`src/rtl/apb_pkg.sv`:
```
// apb_pkg
//   Shared APB3 definitions for the completer register file:
//   bus widths, completer FSM state encoding and pslverr response codes.
package apb_pkg;

  localparam int APB_ADDR_W = 32;
  localparam int APB_DATA_W = 32;

  // pslverr response encoding
  localparam logic OKAY  = 1'b0;
  localparam logic ERROR = 1'b1;

  typedef enum logic {
    IDLE   = 1'b0,
    ACCESS = 1'b1
  } apb_state_e;

endpackage

```
`src/rtl/apb_completer_regfile.sv`:
```
// apb_completer_regfile
//   APB3 completer holding DEPTH word registers. Each transfer is a setup
//   cycle followed by WAIT_CYCLES pready-low cycles and one completion cycle.
//   Misaligned or out-of-window accesses complete with pslverr and never
//   touch the register file.
//
// Ports
//   hclk     clock, rising edge
//   hreset   synchronous reset, active-high
//   psel     completer select
//   penable  access phase
//   pwrite   1=write, 0=read
//   paddr    byte address
//   pwdata   write data
//   prdata   read data, valid with pready on a read
//   pready   transfer completes this cycle
//   pslverr  error response, valid with pready
import apb_pkg::*;

module apb_completer_regfile #(
  parameter int                    DEPTH       = 16,
  parameter int                    WAIT_CYCLES = 1,
  parameter logic [APB_ADDR_W-1:0] BASE_ADDR   = 32'h0000_0000
) (
  input  logic                  hclk,
  input  logic                  hreset,
  input  logic                  psel,
  input  logic                  penable,
  input  logic                  pwrite,
  input  logic [APB_ADDR_W-1:0] paddr,
  input  logic [APB_DATA_W-1:0] pwdata,
  output logic [APB_DATA_W-1:0] prdata,
  output logic                  pready,
  output logic                  pslverr
);

  localparam int                    IDX_W = $clog2(DEPTH);
  localparam logic [APB_ADDR_W-1:0] SPAN  = APB_ADDR_W'(DEPTH * 4);

  apb_state_e state, state_nxt;

  logic [3:0]            cnt;
  logic                  wr_l;
  logic                  err_l;
  logic [APB_DATA_W-1:0] wdata_l;
  logic [IDX_W-1:0]      idx_l;
  logic [APB_DATA_W-1:0] mem [DEPTH];

  // Address decode; the subtraction wraps so addresses below BASE_ADDR
  // land far above the window and are flagged as errors.
  logic [APB_ADDR_W-1:0] off;
  logic                  dec_err;
  logic [IDX_W-1:0]      dec_idx;

  assign off     = paddr - BASE_ADDR;
  assign dec_err = (paddr[1:0] != 2'b00) || (off >= SPAN);
  assign dec_idx = off[2 +: IDX_W];

  logic setup, complete;

  // penable without a preceding setup is not a setup; IDLE ignores it.
  assign setup    = (state == IDLE) && psel && !penable;
  assign pready   = (state == ACCESS) && (cnt == 4'd0);
  assign complete = (state == ACCESS) && psel && penable && pready;
  assign pslverr  = pready ? err_l : OKAY;

  always_ff @(posedge hclk) begin
    if (hreset) state <= IDLE;
    else        state <= state_nxt;
  end

  always_comb begin
    state_nxt = state;
    case (state)
      IDLE:    if (setup) state_nxt = ACCESS;
      // Dropping psel mid-transfer abandons it silently.
      ACCESS:  if (!psel || complete) state_nxt = IDLE;
      default: state_nxt = IDLE;
    endcase
  end

  always_ff @(posedge hclk) begin
    if (hreset) begin
      cnt     <= 4'd0;
      wr_l    <= 1'b0;
      err_l   <= OKAY;
      wdata_l <= '0;
      idx_l   <= '0;
      prdata  <= '0;
      for (int i = 0; i < DEPTH; i++) mem[i] <= '0;
    end else begin
      if (setup) begin
        wr_l    <= pwrite;
        err_l   <= dec_err ? ERROR : OKAY;
        wdata_l <= pwdata;
        idx_l   <= dec_idx;
        cnt     <= 4'(WAIT_CYCLES);
        // Read data is captured at setup so it is stable through the waits.
        prdata  <= dec_err ? '0 : mem[dec_idx];
      end else if ((state == ACCESS) && psel && penable && (cnt != 4'd0)) begin
        cnt <= cnt - 4'd1;
      end
      // Commit on completion so a back-to-back read sees the new value.
      if (complete && wr_l && !err_l) mem[idx_l] <= wdata_l;
    end
  end

endmodule

```
`config.mk`:
```
export PLATFORM = sky130hd
export DESIGN_NAME = apb_completer_regfile
export DESIGN_NICKNAME = d
export VERILOG_FILES = /design/src/rtl/apb_pkg.sv /design/src/rtl/apb_completer_regfile.sv
export SDC_FILE = /design/constraint.sdc
export NUM_CORES = 1
export LEC_CHECK = 0
export BUFFER_PORTS_ARGS = -buffer_cell sky130_fd_sc_hd__buf_4
export CAP_MARGIN = 15
export CORE_MARGIN = 3
export CORE_UTILIZATION = 25
export CTS_CLUSTER_DIAMETER = 80
export CTS_CLUSTER_SIZE = 20
export DETAILED_ROUTE_END_ITERATION = 12
export SYNTH_ARGS = -nofsm -noshare
export SYNTH_HDL_FRONTEND = slang
export SYNTH_SLANG_ARGS = --single-unit
```
`constraint.sdc`:
```
create_clock -name hclk -period 4.8 [get_ports hclk]
set_input_delay 0.48 -clock hclk [delete_from_list [all_inputs] [get_ports hclk]]
set_output_delay 0.48 -clock hclk [all_outputs]
set_load 0.02 [all_outputs]
```
==> results of run 1 <==
## Yosys cell counts (all sizes together), types with 20 or more instances
cell	n
mux2	96
o22a	32
clkbuf	155
and2	514
a21oi	71
edfxtp	512
nand4	36
o221ai	32
o211a	32
mux2i	160
dfxtp	75
buf	20
nand3b	33
o211ai	32
nand2	142
o31ai	32
## routing by layer
metal / track usage / routed length (µm)
met1: 0.188 / 34400
met2: 0.214 / 35000
met3: 0.0207 / 4950
met4: 0.0350 / 1750
met5: 0 / 7
## path summary, 6_finish.rpt
kind,from,end,slack (ps),cells past startpoint
max,cnt[0]$_SDFFE_PP0P_,mem[4][9]$_SDFFCE_PN0P_,1360,7
min,pwdata[22],wdata_l[22]$_SDFFE_PP0P_,150,3
min reg2reg,cnt[1]$_SDFFE_PP0P_,cnt[1]$_SDFFE_PP0P_,540,2
max reg2reg,cnt[0]$_SDFFE_PP0P_,mem[4][9]$_SDFFCE_PN0P_,1360,7
## power by group through the flow
stage                     clock [mW]  sequential (mW)  combinational [mW]
after floorplan                    0             5.84               0.409
after global placement             0             5.90               0.650
after detailed placement           0             5.90               0.656
after CTS                       3.23             5.79               0.658
after global routing            3.41             5.81               0.699
final                           3.17             5.79               0.654
## per-stage QoR
stage / util / power, mW / instance area (µm²)
after floorplan: - / 6.25 / 26900
after global routing: 0.285 / 9.91 / 30300
final: 0.285 / 9.61 / 30300
after detailed placement: 0.276 / 6.56 / 29200
after global placement: 0.276 / 6.55 / 29200
after CTS: 0.285 / 9.67 / 30300
## flip-flops by register name, indices dropped and copies added (netlist names)
| signal | cells |
|---|---|
| cnt | 4 |
| wr_l | 1 |
| prdata | 32 |
| state | 1 |
| idx_l | 4 |
| mem | 512 |
| err_l | 1 |
| wdata_l | 32 |
## tightest hold or removal path, cell delays in order
cell and delay (ps):
buf_4 110, nand2_1 40, a21oi_1 50
## final cells by class
type                       instances  area (µm²)
fill                           10796       75800
sequential                       587       16900
inverter                           3        11.3
clock buffer                      57        1000
timing repair buffer             153        1270
tap                             1391        1740
multi-input combinational       1280        9310
clock inverter                     6        47.5
## kinds of logic (layout without fill, tap and decap cells)
| kind of cell | count (synthesis) | in the layout |
|---|---|---|
| compound gates | 232 | 232 |
| buf+inv | 178 | 219 |
| fa+ha+maj | 2 | 2 |
| flops | 587 | 587 |
| simple gates | 787 | 787 |
| xor+xnor | 3 | 3 |
| mux | 256 | 256 |
==> results.tsv, run 1 <==
stage	metric	value	unit
power_and_ir_drop	p_switching	2.24	mW
floorplan	io_pins	103	
placement	gp_congestion	0.741	
sta	fmax	291	MHz
placement	post-place-cells	3414	
yosys	async_flop_share	0	
yosys	synth_top_family_by_area	simple AND/OR/NAND/NOR gates	
cells_and_area	final_common_cell	edfxtp_1	
floorplan	die_width	334	µm
worst_setup_path	path_buf_inv	2	
floorplan	rows	119	
clocking	cts_setup_buffers	0	
worst_setup_path	crit_path_max_incr_delay	770	ps
sta	finalHoldViolations	0	
drt	avgRoutedWirePerCell	21.9	µm
placement	dp_hpwl	44700	µm
worst_setup_path	worstSetupStartpointType	flip-flop	
worst_setup_path	crit_path_end_kind	flip-flop	
cells_and_area	syn2layout_area_growth	12.5	%
floorplan	core-area	0.106	mm²
power_and_ir_drop	power_density	318	mW/mm²
clocking	cts_hold_buf	0	
power_and_ir_drop	leakagePower	11.3	nW
yosys	synth_fp_nets	2116	
sta	slew-limit-headroom	0.181	
yosys	synth-adder-area-share	0.000931	
sta	worst_pin_slew	1230	ps
drt	drc	0	
placement	place_ws	1210	ps
worst_setup_path	cp.required	5080	ps
clocking	cts_sinks	587	
sta	worst_slack	1360	ps
drt	first_pass_iters	5	
placement	port_buffers	102	
cells_and_area	drive_gt1_frac	0.166	
clocking	cts_tree	yes	
yosys	ys_seq_area_frac	0.628	
power_and_ir_drop	p_int	7.38	mW
worst_setup_path	crit_path_cell_trace	inv_1 > ha_1 > or3b_4 > or4_4 > nor4_4 > or2_2 > buf_4	
clocking	cts_max_path_buffers	3	
global_route	overflow	0	
global_route	track_usage	0.133	
clocking	cts-root-buf	clkbuf_16	
drt	drt-vias-per-instance	4.69	
power_and_ir_drop	clock_power_share	0.330	
worst_setup_path	worst_ep_arrival_time	3720	ps
yosys	synthSimpleGateAreaFrac	0.179	
global_route	grt_pass1_wl	112000	µm
yosys	synthCells	2045	
yosys	synth_top_area_share	0.572	
yosys	synthMuxAreaShare	0.0998	
yosys	yosysWarnings	0	
clocking	ctsResizeCount	0	
drt	route.vias.total	16293	
yosys	synth_cell_types	41	
drt	drt_iter0_drc	1513	
sta	rsz0062_at_grt	no	
cells_and_area	most-common-layout-cells	512 x edfxtp_1, 504 x and2_1, 160 x mux2i_1, 143 x buf_4, 141 x nand2_1	
sta	holdWs	151	ps
yosys	netlist_area	0.0269	mm²
sta	finClkSkew	16.1	ps
power_and_ir_drop	comb_power_share	0.068	
floorplan	die-height	334	µm
clocking	htree_levels	2	
power_and_ir_drop	p_seq_frac	0.602	
yosys	synthXorXnorAreaFrac	0.000977	
yosys	synth_compound_area_frac	0.0642	
global_route	grt_pass1_vias	16242	
sta	setup_viol	0	
yosys	yosys_most_used_dff	edfxtp_1	
worst_hold_path	hold_class	in -> reg	
flow_run	drv_cap	0	
yosys	ys_top_cells_by_area	edfxtp_1 57%, and2_1 12%, mux2i_1 6.0%, dfxtp_1 5.6%, mux2_2 4.0%	
drt	drt-total-wl	76100	µm
cells_and_area	antenna_cells	0	
clocking	cts_buffers	36	
worst_setup_path	cp_top_family	simple AND/OR/NAND/NOR gates	
sta	drv_slew	0	
worst_setup_path	worst-setup-path-type	reg -> reg	
cells_and_area	final_cell_count_no_fill	3477	
drt	antenna_left	0	
outcome	outcome	completed	
sta	tns	0	ps
clocking	clk_latency	570	ps
global_route	antenna_found_initial	6	
floorplan	die_area	0.112	mm²
sta	fin_crit_sh	0.717	
worst_setup_path	cp_slowest_cell	or4_4	
floorplan	initial_core_util	0.254	
yosys	synth_top_area_cell	edfxtp_1	
power_and_ir_drop	p_sw_frac	0.233	
yosys	ys_ff_latch	587	
yosys	syn_area_per_cell	13.1	µm²
global_route	grt_max_degree	76	
yosys	synth_edf_count	512	
power_and_ir_drop	max-vdd-ir-drop	213	µV
cells_and_area	layout.nets	2132	
worst_setup_path	cp_max_fo	19	
sta	min_period	3440	ps
clocking	clkTransAtPathRegs	80	ps
(Power assumes the default switching activity.)
==> run 2, diff against run 1 <==
clock period = 2.91 ns   (was 4.8 ns; I/O delays follow)
==> run 2 against run 1 <==
  * Sequential share of layout area shrank 1.8 points
  * Cell count grew 2.2%
  * Power grew 67%
  * Fmax grew 22%
==> results.tsv, run 2 (same netlist as run 1, synthesis figures left out) <==
stage	metric	value	unit
outcome	outcome	completed	
clocking	ctsResizeCount	0	
clocking	cts_tree	yes	
clocking	htree_levels	2	
power_and_ir_drop	max-vdd-ir-drop	340	µV
power_and_ir_drop	p_switching	3.70	mW
clocking	cts_buffers	36	
global_route	track_usage	0.132	
clocking	cts_setup_buffers	0	
worst_setup_path	cp_slowest_cell	or4_4	
global_route	grt_pass1_vias	16480	
floorplan	rows	119	
floorplan	core-area	0.106	mm²
worst_setup_path	crit_path_end_kind	flip-flop	
cells_and_area	syn2layout_area_growth	16.3	%
cells_and_area	top_regs	mem: 512 flops, prdata: 32 flops, wdata_l: 32 flops	
power_and_ir_drop	clock_power_share	0.331	
worst_setup_path	crit_path_cell_trace	inv_1 > ha_1 > or3b_4 > or4_4 > buf_12 > nor4b_4 > or2_2 > buf_12	
power_and_ir_drop	p_sw_frac	0.231	
floorplan	die_area	0.112	mm²
clocking	cts_hold_buf	35	
floorplan	die_width	334	µm
sta	min_period	2810	ps
clocking	cts_sinks	587	
drt	drt_iter0_drc	1365	
global_route	grt_pass1_wl	111000	µm
sta	finalHoldViolations	0	
clocking	cts-root-buf	clkbuf_16	
cells_and_area	most-common-layout-cells	512 x edfxtp_1, 504 x and2_1, 160 x mux2i_1, 153 x buf_4, 141 x nand2_1	
drt	drt-vias-per-instance	4.62	
drt	drt-total-wl	74600	µm
worst_hold_path	hold_class	in -> reg	
cells_and_area	largest_register_ffs	512	
placement	port_buffers	102	
drt	route.vias.total	16410	
sta	setup_viol	0	
cells_and_area	top_register	mem	
sta	fmax	356	MHz
worst_setup_path	cp_common_cell	buf_12	
drt	antenna_left	0	
worst_setup_path	worst_ep_arrival_time	3090	ps
sta	worst_pin_slew	1020	ps
cells_and_area	final_common_cell	edfxtp_1	
power_and_ir_drop	power_density	513	mW/mm²
cells_and_area	layout.nets	2205	
sta	rsz0062_at_grt	no	
worst_setup_path	worst-setup-path-type	reg -> reg	
placement	dp_hpwl	47000	µm
global_route	antenna_found_initial	4	
cells_and_area	postLayoutCellArea	0.0313	mm²
worst_setup_path	crit_path_max_incr_delay	600	ps
drt	first_pass_iters	5	
cells_and_area	drive_gt1_frac	0.177	
worst_setup_path	cp.required	3190	ps
sta	drv_slew	0	
global_route	overflow	0	
placement	dpl_cell_area	0.0298	mm²
sta	finClkSkew	19.5	ps
floorplan	initial_core_util	0.254	
cells_and_area	fill_cells	10710	
worst_setup_path	path_buf_inv	3	
worst_setup_path	worstSetupStartpointType	flip-flop	
worst_setup_path	cp_top_family	simple AND/OR/NAND/NOR gates	
drt	drc	0	
clocking	clkTransAtPathRegs	90	ps
worst_setup_path	cp_max_fo	17	
placement	gp_congestion	0.761	
sta	slew-limit-headroom	0.321	
sta	fin_crit_sh	0.965	
power_and_ir_drop	comb_power_share	0.074	
power_and_ir_drop	p_seq_frac	0.595	
power_and_ir_drop	leakagePower	11.8	nW
clocking	cts_max_path_buffers	3	
flow_run	drv_cap	0	
floorplan	die-height	334	µm
clocking	clk_latency	580	ps
sta	tns	0	ps
drt	avgRoutedWirePerCell	21.0	µm
floorplan	io_pins	103	
power_and_ir_drop	p_int	12.3	mW
global_route	grt_max_degree	123	
[run 2: changes by cell type in the layout (fill, tap and decap cells not counted), sizes merged]
cell,before,now
buf,153,191
clkbuf,57,60
clkinv,5,1
clkinvlp,1,0
diode,0,2
dlygate4sd3,0,35
inv,3,5
[run 2: worst paths after layout]
kind / startpoint / to / slack [ps] / depth (start not counted)
max: cnt[0]$_SDFFE_PP0P_ / mem[0][1]$_SDFFCE_PN0P_ / 100 / 8
min: paddr[3] / idx_l[1]$_SDFFE_PP0P_ / 50 / 3
max reg2reg: cnt[0]$_SDFFE_PP0P_ / mem[0][1]$_SDFFCE_PN0P_ / 100 / 8
min reg2reg: wr_l$_SDFFE_PP0P_ / wr_l$_SDFFE_PP0P_ / 460 / 2
[run 2: routing by layer]
layer | up-vias | wire length [µm] | GRT usage
met5 | - | 0 | 0
met4 | 0 | 1380 | 0.0300
met3 | 80 | 4250 | 0.0223
met2 | 434 | 34400 | 0.211
met1 | 8306 | 34600 | 0.186
li1 | 7590 | - | -
[run 2: cell type report]
cell class	instances	area, µm²	share of cell area
sequential	587	16900	0.540
clock inverter	3	36.3	0.00116
tap	1391	1740	0.0557
multi-input combinational	1280	9310	0.298
timing repair buffer	226	2250	0.0721
antenna	2	5.00	0.000160
inverter	3	11.3	0.000360
clock buffer	60	1030	0.0330
[run 2: power groups by stage]
| stage | registers, mW | logic, mW | clock network [mW] |
|---|---|---|---|
| finish | 9.53 | 1.19 | 5.31 |
| CTS | 9.54 | 1.20 | 5.42 |
| global route | 9.57 | 1.27 | 5.70 |
| global placement | 9.72 | 1.15 | 0 |
| detailed placement | 9.73 | 1.16 | 0 |
| floorplan | 9.63 | 0.674 | 0 |
[run 2: worst reg2reg max path: stages (launching register included)]
cell and delay, ps:
dfxtp_1 340, inv_1 90, ha_1 130, or3b_4 400, or4_4 600, buf_12 210, nor4b_4 320, or2_2 230
buf_12 180
[run 2: stage by stage]
stage	worst slack (ps)	hold slack (ps)	std cells	util	total power, mW
finish	101	51.5	3552	0.295	16.0
global placement	131	453	3452	0.282	10.9
floorplan	58.4	378	2045	-	10.3
detailed placement	113	457	3452	0.282	10.9
CTS	104	13.2	3550	0.295	16.2
global route	5.71	32.4	3550	0.295	16.5
